<file path="config.mk">
export PLATFORM = sky130hd
export DESIGN_NAME = register_file_flat
export DESIGN_NICKNAME = d
export VERILOG_FILES = /design/src/rtl/register_file_pkg.sv /design/src/rtl/register_file_if.sv /design/src/rtl/register_file_read_port.sv /design/src/rtl/register_file.sv /design/src/flat_wrapper.sv
export SDC_FILE = /design/constraint.sdc
export NUM_CORES = 2
export LEC_CHECK = 0
export BUFFER_PORTS_ARGS = -buffer_cell sky130_fd_sc_hd__buf_2
export CORE_MARGIN = 4
export CORE_UTILIZATION = 50
export CTS_CLUSTER_SIZE = 25
export DETAILED_ROUTE_END_ITERATION = 10
export GPL_ROUTABILITY_DRIVEN = 0
export PLACE_DENSITY = 0.63
export SYNTH_ARGS = -nofsm -noshare
export SYNTH_HDL_FRONTEND = slang
export SYNTH_SLANG_ARGS = --single-unit
export TNS_END_PERCENT = 10
</file>
<file path="constraint.sdc">
create_clock -name clk -period 2.2 [get_ports clk]
set_clock_uncertainty 0.15 [all_clocks]
set_input_delay 0.11 -clock clk [delete_from_list [all_inputs] [get_ports clk]]
set_output_delay 0.11 -clock clk [all_outputs]
set_load 0.01 [all_outputs]
</file>
<file path="src/rtl/register_file_pkg.sv">
// Shared types and constants for the register file slice.
// Package: rv_pkg
//   XLEN/TAG_W/NREG : default datapath widths and register count
//   REG_ZERO        : index of the hardwired-zero register
//   tag_t/word_t    : ROB tag and data word types
package rv_pkg;
  localparam int XLEN  = 32;
  localparam int TAG_W = 6;
  localparam int NREG  = 32;
  localparam int REG_W = 5;

  localparam logic [REG_W-1:0] REG_ZERO = 5'd0;

  typedef logic [TAG_W-1:0] tag_t;
  typedef logic [XLEN-1:0]  word_t;
  typedef logic [REG_W-1:0] reg_idx_t;
endpackage

</file>
<file path="src/rtl/register_file_if.sv">
// Bus between issue unit / ROB and the register file.
//   control : rdy (global enable), flush (misprediction)
//   rename  : issue_valid, issue_rd, issue_rob_index
//   read    : rs1/rs2 in; rsN_busy/rsN_tag/rsN_value out
//   commit  : rf_valid, rf_index, rf_rd, rf_value
// master = issue/ROB side, slave = register file.
interface register_file_if #(
  parameter int XLEN  = rv_pkg::XLEN,
  parameter int TAG_W = rv_pkg::TAG_W
);
  logic             rdy;
  logic             flush;
  logic             issue_valid;
  logic [4:0]       issue_rd;
  logic [TAG_W-1:0] issue_rob_index;
  logic [4:0]       rs1;
  logic [4:0]       rs2;
  logic             rs1_busy;
  logic [TAG_W-1:0] rs1_tag;
  logic [XLEN-1:0]  rs1_value;
  logic             rs2_busy;
  logic [TAG_W-1:0] rs2_tag;
  logic [XLEN-1:0]  rs2_value;
  logic             rf_valid;
  logic [TAG_W-1:0] rf_index;
  logic [4:0]       rf_rd;
  logic [XLEN-1:0]  rf_value;

  modport master (
    output rdy, flush, issue_valid, issue_rd, issue_rob_index, rs1, rs2,
           rf_valid, rf_index, rf_rd, rf_value,
    input  rs1_busy, rs1_tag, rs1_value, rs2_busy, rs2_tag, rs2_value
  );

  modport slave (
    input  rdy, flush, issue_valid, issue_rd, issue_rob_index, rs1, rs2,
           rf_valid, rf_index, rf_rd, rf_value,
    output rs1_busy, rs1_tag, rs1_value, rs2_busy, rs2_tag, rs2_value
  );
endinterface

</file>
<file path="src/rtl/register_file_read_port.sv">
// One combinational read port of the register file.
// Selects busy/tag/value for index rs, forces x0 to all-zero, and with
// RF_COMMIT_BYPASS_EN defined forwards a same-cycle commit to the reader.
// Ports:
//   rs                      : source register index
//   busy_q/tag_q/value_q    : full registered state
//   rf_valid/rf_index/rf_rd/rf_value : commit bus (bypass build only)
//   busy/tag/value          : read result
// Macro: RF_COMMIT_BYPASS_EN
module rf_read_port
  import rv_pkg::*;
#(
  parameter int NREG  = rv_pkg::NREG,
  parameter int XLEN  = rv_pkg::XLEN,
  parameter int TAG_W = rv_pkg::TAG_W
) (
  input  logic [4:0]                  rs,
  input  logic [NREG-1:0]             busy_q,
  input  logic [NREG-1:0][TAG_W-1:0]  tag_q,
  input  logic [NREG-1:0][XLEN-1:0]   value_q,
`ifdef RF_COMMIT_BYPASS_EN
  input  logic                        rf_valid,
  input  logic [TAG_W-1:0]            rf_index,
  input  logic [4:0]                  rf_rd,
  input  logic [XLEN-1:0]             rf_value,
`endif
  output logic                        busy,
  output logic [TAG_W-1:0]            tag,
  output logic [XLEN-1:0]             value
);

  always_comb begin
    busy  = 1'b0;
    tag   = '0;
    value = '0;
    if (rs != REG_ZERO) begin
      busy  = busy_q[rs];
      tag   = tag_q[rs];
      value = value_q[rs];
`ifdef RF_COMMIT_BYPASS_EN
      // The commit value is always the newest architectural value; the
      // busy bit only drops if the committing tag is the current owner.
      if (rf_valid && rf_rd == rs) begin
        value = rf_value;
        if (tag_q[rs] == rf_index) busy = 1'b0;
      end
`endif
    end
  end

endmodule

</file>
<file path="src/rtl/register_file.sv">
// Architectural register file with rename status.
// Holds value/busy/tag per register; ROB commits write values and release
// ownership, the issue unit renames destinations, flush drops all renames.
// Ports:
//   clk  : clock
//   rst  : synchronous active-high reset, dominates rdy
//   bus  : register_file_if.slave (control, rename, read, commit)
// Macro: RF_COMMIT_BYPASS_EN enables same-cycle commit forwarding on reads.
module register_file
  import rv_pkg::*;
#(
  parameter int NREG  = rv_pkg::NREG,
  parameter int XLEN  = rv_pkg::XLEN,
  parameter int TAG_W = rv_pkg::TAG_W
) (
  input  logic            clk,
  input  logic            rst,
  register_file_if.slave  bus
);

  localparam int NUM_PORTS = 2;

  logic [NREG-1:0]            busy_q;
  logic [NREG-1:0][TAG_W-1:0] tag_q;
  logic [NREG-1:0][XLEN-1:0]  value_q;

  logic commit_en;
  logic rename_en;

  assign commit_en = bus.rf_valid && (bus.rf_rd != REG_ZERO);
  assign rename_en = bus.issue_valid && (bus.issue_rd != REG_ZERO);

  // x0 is never written, so it keeps its reset value of zero.
  always_ff @(posedge clk) begin
    if (rst) begin
      busy_q  <= '0;
      tag_q   <= '0;
      value_q <= '0;
    end else if (bus.rdy) begin
      for (int i = 1; i < NREG; i++) begin
        if (commit_en && bus.rf_rd == 5'(i)) value_q[i] <= bus.rf_value;
        // Status priority: flush, then rename (youngest owner), then release.
        if (bus.flush) begin
          busy_q[i] <= 1'b0;
          tag_q[i]  <= '0;
        end else if (rename_en && bus.issue_rd == 5'(i)) begin
          busy_q[i] <= 1'b1;
          tag_q[i]  <= bus.issue_rob_index;
        end else if (commit_en && bus.rf_rd == 5'(i) &&
                     busy_q[i] && tag_q[i] == bus.rf_index) begin
          busy_q[i] <= 1'b0;
        end
      end
    end
  end

  logic [NUM_PORTS-1:0][4:0]       rs_idx;
  logic [NUM_PORTS-1:0]            rd_busy;
  logic [NUM_PORTS-1:0][TAG_W-1:0] rd_tag;
  logic [NUM_PORTS-1:0][XLEN-1:0]  rd_value;

  assign rs_idx[0] = bus.rs1;
  assign rs_idx[1] = bus.rs2;

  for (genvar p = 0; p < NUM_PORTS; p++) begin : g_port
    rf_read_port #(
      .NREG  (NREG),
      .XLEN  (XLEN),
      .TAG_W (TAG_W)
    ) u_rd (
      .rs       (rs_idx[p]),
      .busy_q   (busy_q),
      .tag_q    (tag_q),
      .value_q  (value_q),
`ifdef RF_COMMIT_BYPASS_EN
      .rf_valid (bus.rf_valid),
      .rf_index (bus.rf_index),
      .rf_rd    (bus.rf_rd),
      .rf_value (bus.rf_value),
`endif
      .busy     (rd_busy[p]),
      .tag      (rd_tag[p]),
      .value    (rd_value[p])
    );
  end

  assign bus.rs1_busy  = rd_busy[0];
  assign bus.rs1_tag   = rd_tag[0];
  assign bus.rs1_value = rd_value[0];
  assign bus.rs2_busy  = rd_busy[1];
  assign bus.rs2_tag   = rd_tag[1];
  assign bus.rs2_value = rd_value[1];

endmodule

</file>
<file path="src/flat_wrapper.sv">
// flat-port wrapper written by rule: the top's interface ports become plain ports
module register_file_flat import rv_pkg::*;
#(
  parameter int NREG  = rv_pkg::NREG,
  parameter int XLEN  = rv_pkg::XLEN,
  parameter int TAG_W = rv_pkg::TAG_W
)
  (clk, rst, bus_rdy, bus_flush, bus_issue_valid, bus_issue_rd, bus_issue_rob_index, bus_rs1, bus_rs2, bus_rf_valid, bus_rf_index, bus_rf_rd, bus_rf_value, bus_rs1_busy, bus_rs1_tag, bus_rs1_value, bus_rs2_busy, bus_rs2_tag, bus_rs2_value);
  register_file_if #(.XLEN(XLEN), .TAG_W(TAG_W)) bus_i ();
  input  logic clk;
  input  logic rst;
  input wire logic [$bits(bus_i.rdy)-1:0] bus_rdy;
  input wire logic [$bits(bus_i.flush)-1:0] bus_flush;
  input wire logic [$bits(bus_i.issue_valid)-1:0] bus_issue_valid;
  input wire logic [$bits(bus_i.issue_rd)-1:0] bus_issue_rd;
  input wire logic [$bits(bus_i.issue_rob_index)-1:0] bus_issue_rob_index;
  input wire logic [$bits(bus_i.rs1)-1:0] bus_rs1;
  input wire logic [$bits(bus_i.rs2)-1:0] bus_rs2;
  input wire logic [$bits(bus_i.rf_valid)-1:0] bus_rf_valid;
  input wire logic [$bits(bus_i.rf_index)-1:0] bus_rf_index;
  input wire logic [$bits(bus_i.rf_rd)-1:0] bus_rf_rd;
  input wire logic [$bits(bus_i.rf_value)-1:0] bus_rf_value;
  output wire logic [$bits(bus_i.rs1_busy)-1:0] bus_rs1_busy;
  output wire logic [$bits(bus_i.rs1_tag)-1:0] bus_rs1_tag;
  output wire logic [$bits(bus_i.rs1_value)-1:0] bus_rs1_value;
  output wire logic [$bits(bus_i.rs2_busy)-1:0] bus_rs2_busy;
  output wire logic [$bits(bus_i.rs2_tag)-1:0] bus_rs2_tag;
  output wire logic [$bits(bus_i.rs2_value)-1:0] bus_rs2_value;
  assign bus_i.rdy = bus_rdy;
  assign bus_i.flush = bus_flush;
  assign bus_i.issue_valid = bus_issue_valid;
  assign bus_i.issue_rd = bus_issue_rd;
  assign bus_i.issue_rob_index = bus_issue_rob_index;
  assign bus_i.rs1 = bus_rs1;
  assign bus_i.rs2 = bus_rs2;
  assign bus_i.rf_valid = bus_rf_valid;
  assign bus_i.rf_index = bus_rf_index;
  assign bus_i.rf_rd = bus_rf_rd;
  assign bus_i.rf_value = bus_rf_value;
  assign bus_rs1_busy = bus_i.rs1_busy;
  assign bus_rs1_tag = bus_i.rs1_tag;
  assign bus_rs1_value = bus_i.rs1_value;
  assign bus_rs2_busy = bus_i.rs2_busy;
  assign bus_rs2_tag = bus_i.rs2_tag;
  assign bus_rs2_value = bus_i.rs2_value;
  register_file #(.NREG(NREG), .XLEN(XLEN), .TAG_W(TAG_W)) u_core (.clk(clk), .rst(rst), .bus(bus_i));
endmodule
</file>
## After elaboration in Yosys (flattened, before gate mapping)

Index checks and enable logic that the tools add are counted.
Widths: inputs -> output; s select.

| storage, ports and cells | value |
|---|---|
| register bits | 1209 |
| input port bits | 70 |
| output and inout bits | 78 |
| word-level logic and storage cells | 646 |

| cells by class | value |
|---|---|
| $lt $le $gt $ge | 2 |
| equality and inequality tests | 93 |
| mux-type cells | 173 |
| reduce and logical (&&, ||, !) cells | 285 |

Operators by type and width:

| operator | count |
|---|---|
| $mux 6 | 66 |
| $bmux 32 s5 | 2 |
| $eq 6x6->1 | 31 |
| $reduce_and 2->1 | 93 |
| $eq 5x5->1 const B | 32 |
| $mux 32 | 4 |
| $logic_and 1x1->1 | 126 |
| $mux 1 | 97 |
| $reduce_bool 3->1 | 31 |
| $eq 5x4->1 const B | 16 |
| $reduce_bool 2->1 | 31 |
| $bmux 6 s5 | 2 |
| $eq 5x3->1 const B | 8 |
| $eq 5x2->1 const B | 4 |
| $reduce_bool 5->1 | 4 |
| $lt 5x6->1 const B | 2 |
| $bmux 1 s5 | 2 |
| $eq 5x1->1 const B | 2 |

## Logic depth before layout (Yosys ltp)

| depth | value |
|---|---|
| word-level depth | 8 |
| mapped depth | 9 |
| gate-level depth less buffers | 5 |

## Hierarchy

A second synthesis with hierarchy kept.

| unflattened totals | value |
|---|---|
| cell total of the unflattened synthesis | 7199 |
| area, all modules | 65534.1 µm² |

Modules (own cells, without submodules):

| module | instances | cells each | area an instance (µm²) | sequential area each (µm²) |
|---|---|---|---|---|
| register_file | 1 | 5589 | 45344.7 | 24203.2 |
| rf_read_port | 2 | 805 | 10094.7 | 0.0 |

## Worst setup path after synthesis

Ideal clock, no wire load.

| timing path | value |
|---|---|
| path type | input to output |
| start point | in bus_rs2[2] |
| end point | out bus_rs2_tag[1] |
| data arrival time | 1.593 ns |
| required time | 1.940 ns |
| setup slack | 0.347 ns |
| stages on the path | 7 |
| path buffers | 3 |
| cell sequence | clkbuf_1 -> buf_2 -> buf_4 -> mux4_2 -> mux2_2 -> a211oi_1 -> nor2_1 |

| between the ends | value |
|---|---|
| longest elaborated chain between the ends | 3 |
| elaborated cells between the ends (all ways) | 4 |
| those cells by class | 3 x mux; 1 x reduce/logical |

Ends and longest elaborated chain:

| item | line | RTL |
|---|---|---|
| from (decl) | flat_wrapper.sv:18 | `input wire logic [$bits(bus_i.rs2)-1:0] bus_rs2;` |
| $bmux 6 s5 | register_file_read_port.sv:38 | `tag = tag_q[rs];` |
| $mux 6 (implied by the code) | register_file_read_port.sv:38 |  |
| $mux 6 * | register_file_read_port.sv:36 | `if (rs != REG_ZERO) begin` |
| to (decl) | flat_wrapper.sv:27 | `output wire logic [$bits(bus_i.rs2_tag)-1:0] bus_rs2_tag;` |

Mark *: on every way between the ends. The rest lies on a longest branch, timed or not. The select of a mux whose other input is x is not followed.

## Worst setup path after layout

| timing path | value |
|---|---|
| start point | reg u_core.tag_q[165] in the netlist's numbering |
| end point | out bus_rs1_tag[3] |

| between the ends | value |
|---|---|
| longest elaborated chain between the ends | 3 |

Ends and longest elaborated chain:

| item | line | RTL |
|---|---|---|
| from (decl) | register_file.sv:24 | `logic [NREG-1:0][TAG_W-1:0] tag_q;` |
| from (signal, indexed assignment) | register_file.sv:48 | `tag_q[i] <= bus.issue_rob_index;` |
| $bmux 6 s5 | register_file_read_port.sv:38 |  |
| $mux 6 (implied by the code) | register_file_read_port.sv:38 |  |
| $mux 6 | register_file_read_port.sv:36 |  |
| to (decl) | flat_wrapper.sv:24 | `output wire logic [$bits(bus_i.rs1_tag)-1:0] bus_rs1_tag;` |

Every way passes these cells. The select of a mux whose other input is x is not followed.

==> results.md <==
- Outcome: complete, but fails checks
- Failing checks: negative setup slack
- TritonCTS clock tree: built
- Slowest stage delay, CP: 0.50 ns
- Crit. Startpoint: u_core.tag_q[165]
- Final worst path period share: 133%
- Peak fanout along the critical path: 4
- Syn Std Cell Area: 65300 um2
- Detailed-placement wirelength estimate: 183000 um
- Most common cell in the netlist: nand2_1
- CP Launch Type: flop
- Top cells by area, synth: dfxtp_1 (37%), mux4_2 (15%), nand2_1 (12%), a21oi_1 (7.8%), mux2i_1 (5.1%)
- Clock transition at the registers of the reported paths: 0.06 ns
- Total GRT Usage: 40.2%
- Flop2flop setup slack: 0.42 ns
- Inserted Clock Buffers: 138
- Post-synth EDFFs: 0
- Worst min path class: in2reg
- Post-Route WL: 283000 um
- Vias after detailed routing: 64900
- Power per Cell Area: 656 nW/um2
- Cell count after placement: 9388
- Top cells by count, synth: nand2_1 (2142), dfxtp_1 (1209), a21oi_1 (1018)
- Peak VDD IR: 0.000693 V
- Final hold violations: 0
- R2r worst-path depth: 5
- Row count: 132
- Synth-to-Final Area Change: 22.0%
- R2r startpoint: u_core.tag_q[160]
- Clk_lat worst skew: 0.81 ns
- Lkg Pwr: 28.1 nW
- Critical Path, Cell by Cell: mux4_2, nand2_2, nand2_4, a221oi_4, buf_4, a221oi_2, buf_2
- Mean routed wirelength per cell: 29.2 um
- CP Capture Type: output pin
- Hold worst-path end: u_core.busy_q[12]
- Post-synthesis sequential area ratio: 37.1%
- CTS Buffer Depth: 3
- CTS Sinks: 1209
- Area leader, netlist: dfxtp_1
- Die W: 369 um
- Minimum clock period: 2.93 ns
- Critical-path top delay cell: mux4_2
- Buffers and inverters on the worst path: 2
- Post-Place Worst Slack: -0.618 ns
- Pin count of the biggest net entering global routing: 126
- Final #Nets: 7921
- FILL cells: 10900
- Hold Path Stages: 6
- Starting Density: 50.3%
- Ys Warns: 0
- I/O pins: 148
- Hold Startpoint: bus_rf_valid
- Die height: 369 um
- Async set-reset flop share out of synthesis: 0%
- Worst R2R End: u_core.busy_q[26]
- IO Port Bufs: 147
- Yosys cell types: 62
- CTS root buffer: clkbuf_16
- 1st-pass router iterations: 10
- First-pass GRT wire length: 410000 um
- Least-Margin Pin Slew: 0.852 ns
- Critical path class: reg2out
- Detail-routed via count per cell: 6.68
- Share of cells above drive strength 1: 26.1%
- Avg Cell Area, Syn: 8.66 um2
- DR DRC count: 0
- Register area: 24400 um2
- Synth Register Bits: 1209
- Non-Filler Instances: 9716
- Post-Synthesis Cells: 7533
- H-tree Lvls: 4
- Initial antenna violation count: 11
- Final slew viol count: 0
- Routed Antenna Nets: 0
- Critical path's top delay family: multiplexers
- Vias in the first global route: 61600
- Post-synth net total: 7603
- CORE AREA: 130000 um2
- CP required: 1.94 ns
- Grt ovf: 0
- Max Fclk: 341 MHz
- DIE AREA: 136000 um2
- Overall power: 52.2 mW
- Multi-input logic area: 38700 um2
- Max_cap viols: 0
- Rel. slew slack: 42.9%
- Post-synth top flop: dfxtp_1
- Critical path arrival: 2.67 ns
- RSZ-0062 raised after global routing: true
- Iteration-0 DRC Markers: 9798
- Yosys top cell area share: 37.1%
- Worst Slack Setup Final: -0.730 ns
- Setup tns final: -37.80 ns
- Final setup vio count: 78
==> timing repair <==
item	CTS	global route
buffers inserted	4	0
pin swaps	35	24
endpoints found under the hold margin	1209	0
resized for setup	255	121
endpoints found under the setup margin	78	81
hold buffers	64	0
==> cell usage in the layout, fill, tap and decap left out, types with 27 or more instances in the layout <==
master / instances
a21oi_1: 1014
a221oi_1: 44
a22oi_1: 156
a31oi_1: 90
buf_12: 192
buf_2: 126
buf_4: 538
buf_6: 29
clkbuf_16: 141
clkbuf_8: 32
clkinv_2: 32
dfxtp_1: 1088
dfxtp_2: 118
dlygate4sd3_1: 64
mux2_2: 119
mux2i_1: 329
mux4_2: 434
nand2_1: 2107
nand2_2: 29
nand2b_1: 43
nand4_1: 55
nor2_1: 330
nor2_4: 31
nor2b_1: 34
nor3_1: 27
o21ai_0: 31
o22ai_1: 44
xnor2_1: 124
xor2_1: 62
==> worst reg2reg max path, stage by stage (launching register included) <==
cell and delay [ns]:
dfxtp_1 0.32, buf_4 0.15, xor2_1 0.16, or4_1 0.54, o21ai_1 0.16, mux2i_1 0.21
==> state kept, by name, indices dropped and copies added, names as in the netlist <==
register,count
u_core.tag_q,186
u_core.value_q,992
u_core.busy_q,31
==> through the flow <==
step                      area (um2)  hold WS [ns]  utilization (%)
after CTS                      79200        0.0804             61.1
after global routing           79600         0.139             61.4
after floorplan                65300        0.0960                -
after global placement         72900         0.299             56.2
after detailed placement       72900         0.308             56.2
final                          79600         0.155             61.4
==> report_power, final <==
| part | internal (mW) | switching, mW |
|---|---|---|
| logic | 2.12 | 3.65 |
| clock network | 14.3 | 10.1 |
| registers | 22.0 | 0.0695 |
| total | 38.4 | 13.8 |
==> area by class of cell <==
type                       count  share of cell area (%)
multi-input combinational   5542                    48.6
tap                         1742                    2.74
inverter                       3                  0.0173
antenna                        9                  0.0283
timing repair buffer         957                    12.1
clock inverter                60                   0.921
clock buffer                 194                    5.06
sequential                  1209                    30.6
==> kinds of logic after synthesis <==
family | share of synthesized area, %
AOI/OAI and AO/OA | 14.8
xor gates and xnor gates | 2.50
and+or+nand+nor | 17.4
DFF | 37.1
buffers and inverters | 5.72
muxes | 22.5
==> metal layers <==
metal | track usage [%] | vias up | wire, um
li1 | - | 27200 | -
met5 | 0 | - | 22
met4 | 28.9 | 4 | 24400
met1 | 50.7 | 31300 | 100000
met3 | 9.89 | 1298 | 36400
met2 | 60.3 | 5102 | 122000
==> worst max path at each step <==
stage,end,slack (ns),depth (start not counted)
2_1_floorplan,bus_rs2_tag[1],0.35,7
3_3_place_gp,bus_rs1_value[13],-0.63,7
3_5_place_dp,bus_rs1_value[13],-0.62,7
4_1_cts,bus_rs1_tag[3],-0.66,7
5_1_grt,bus_rs1_tag[3],-0.82,7
6_report,bus_rs1_tag[3],-0.73,7
(Power assumes the default switching activity.)
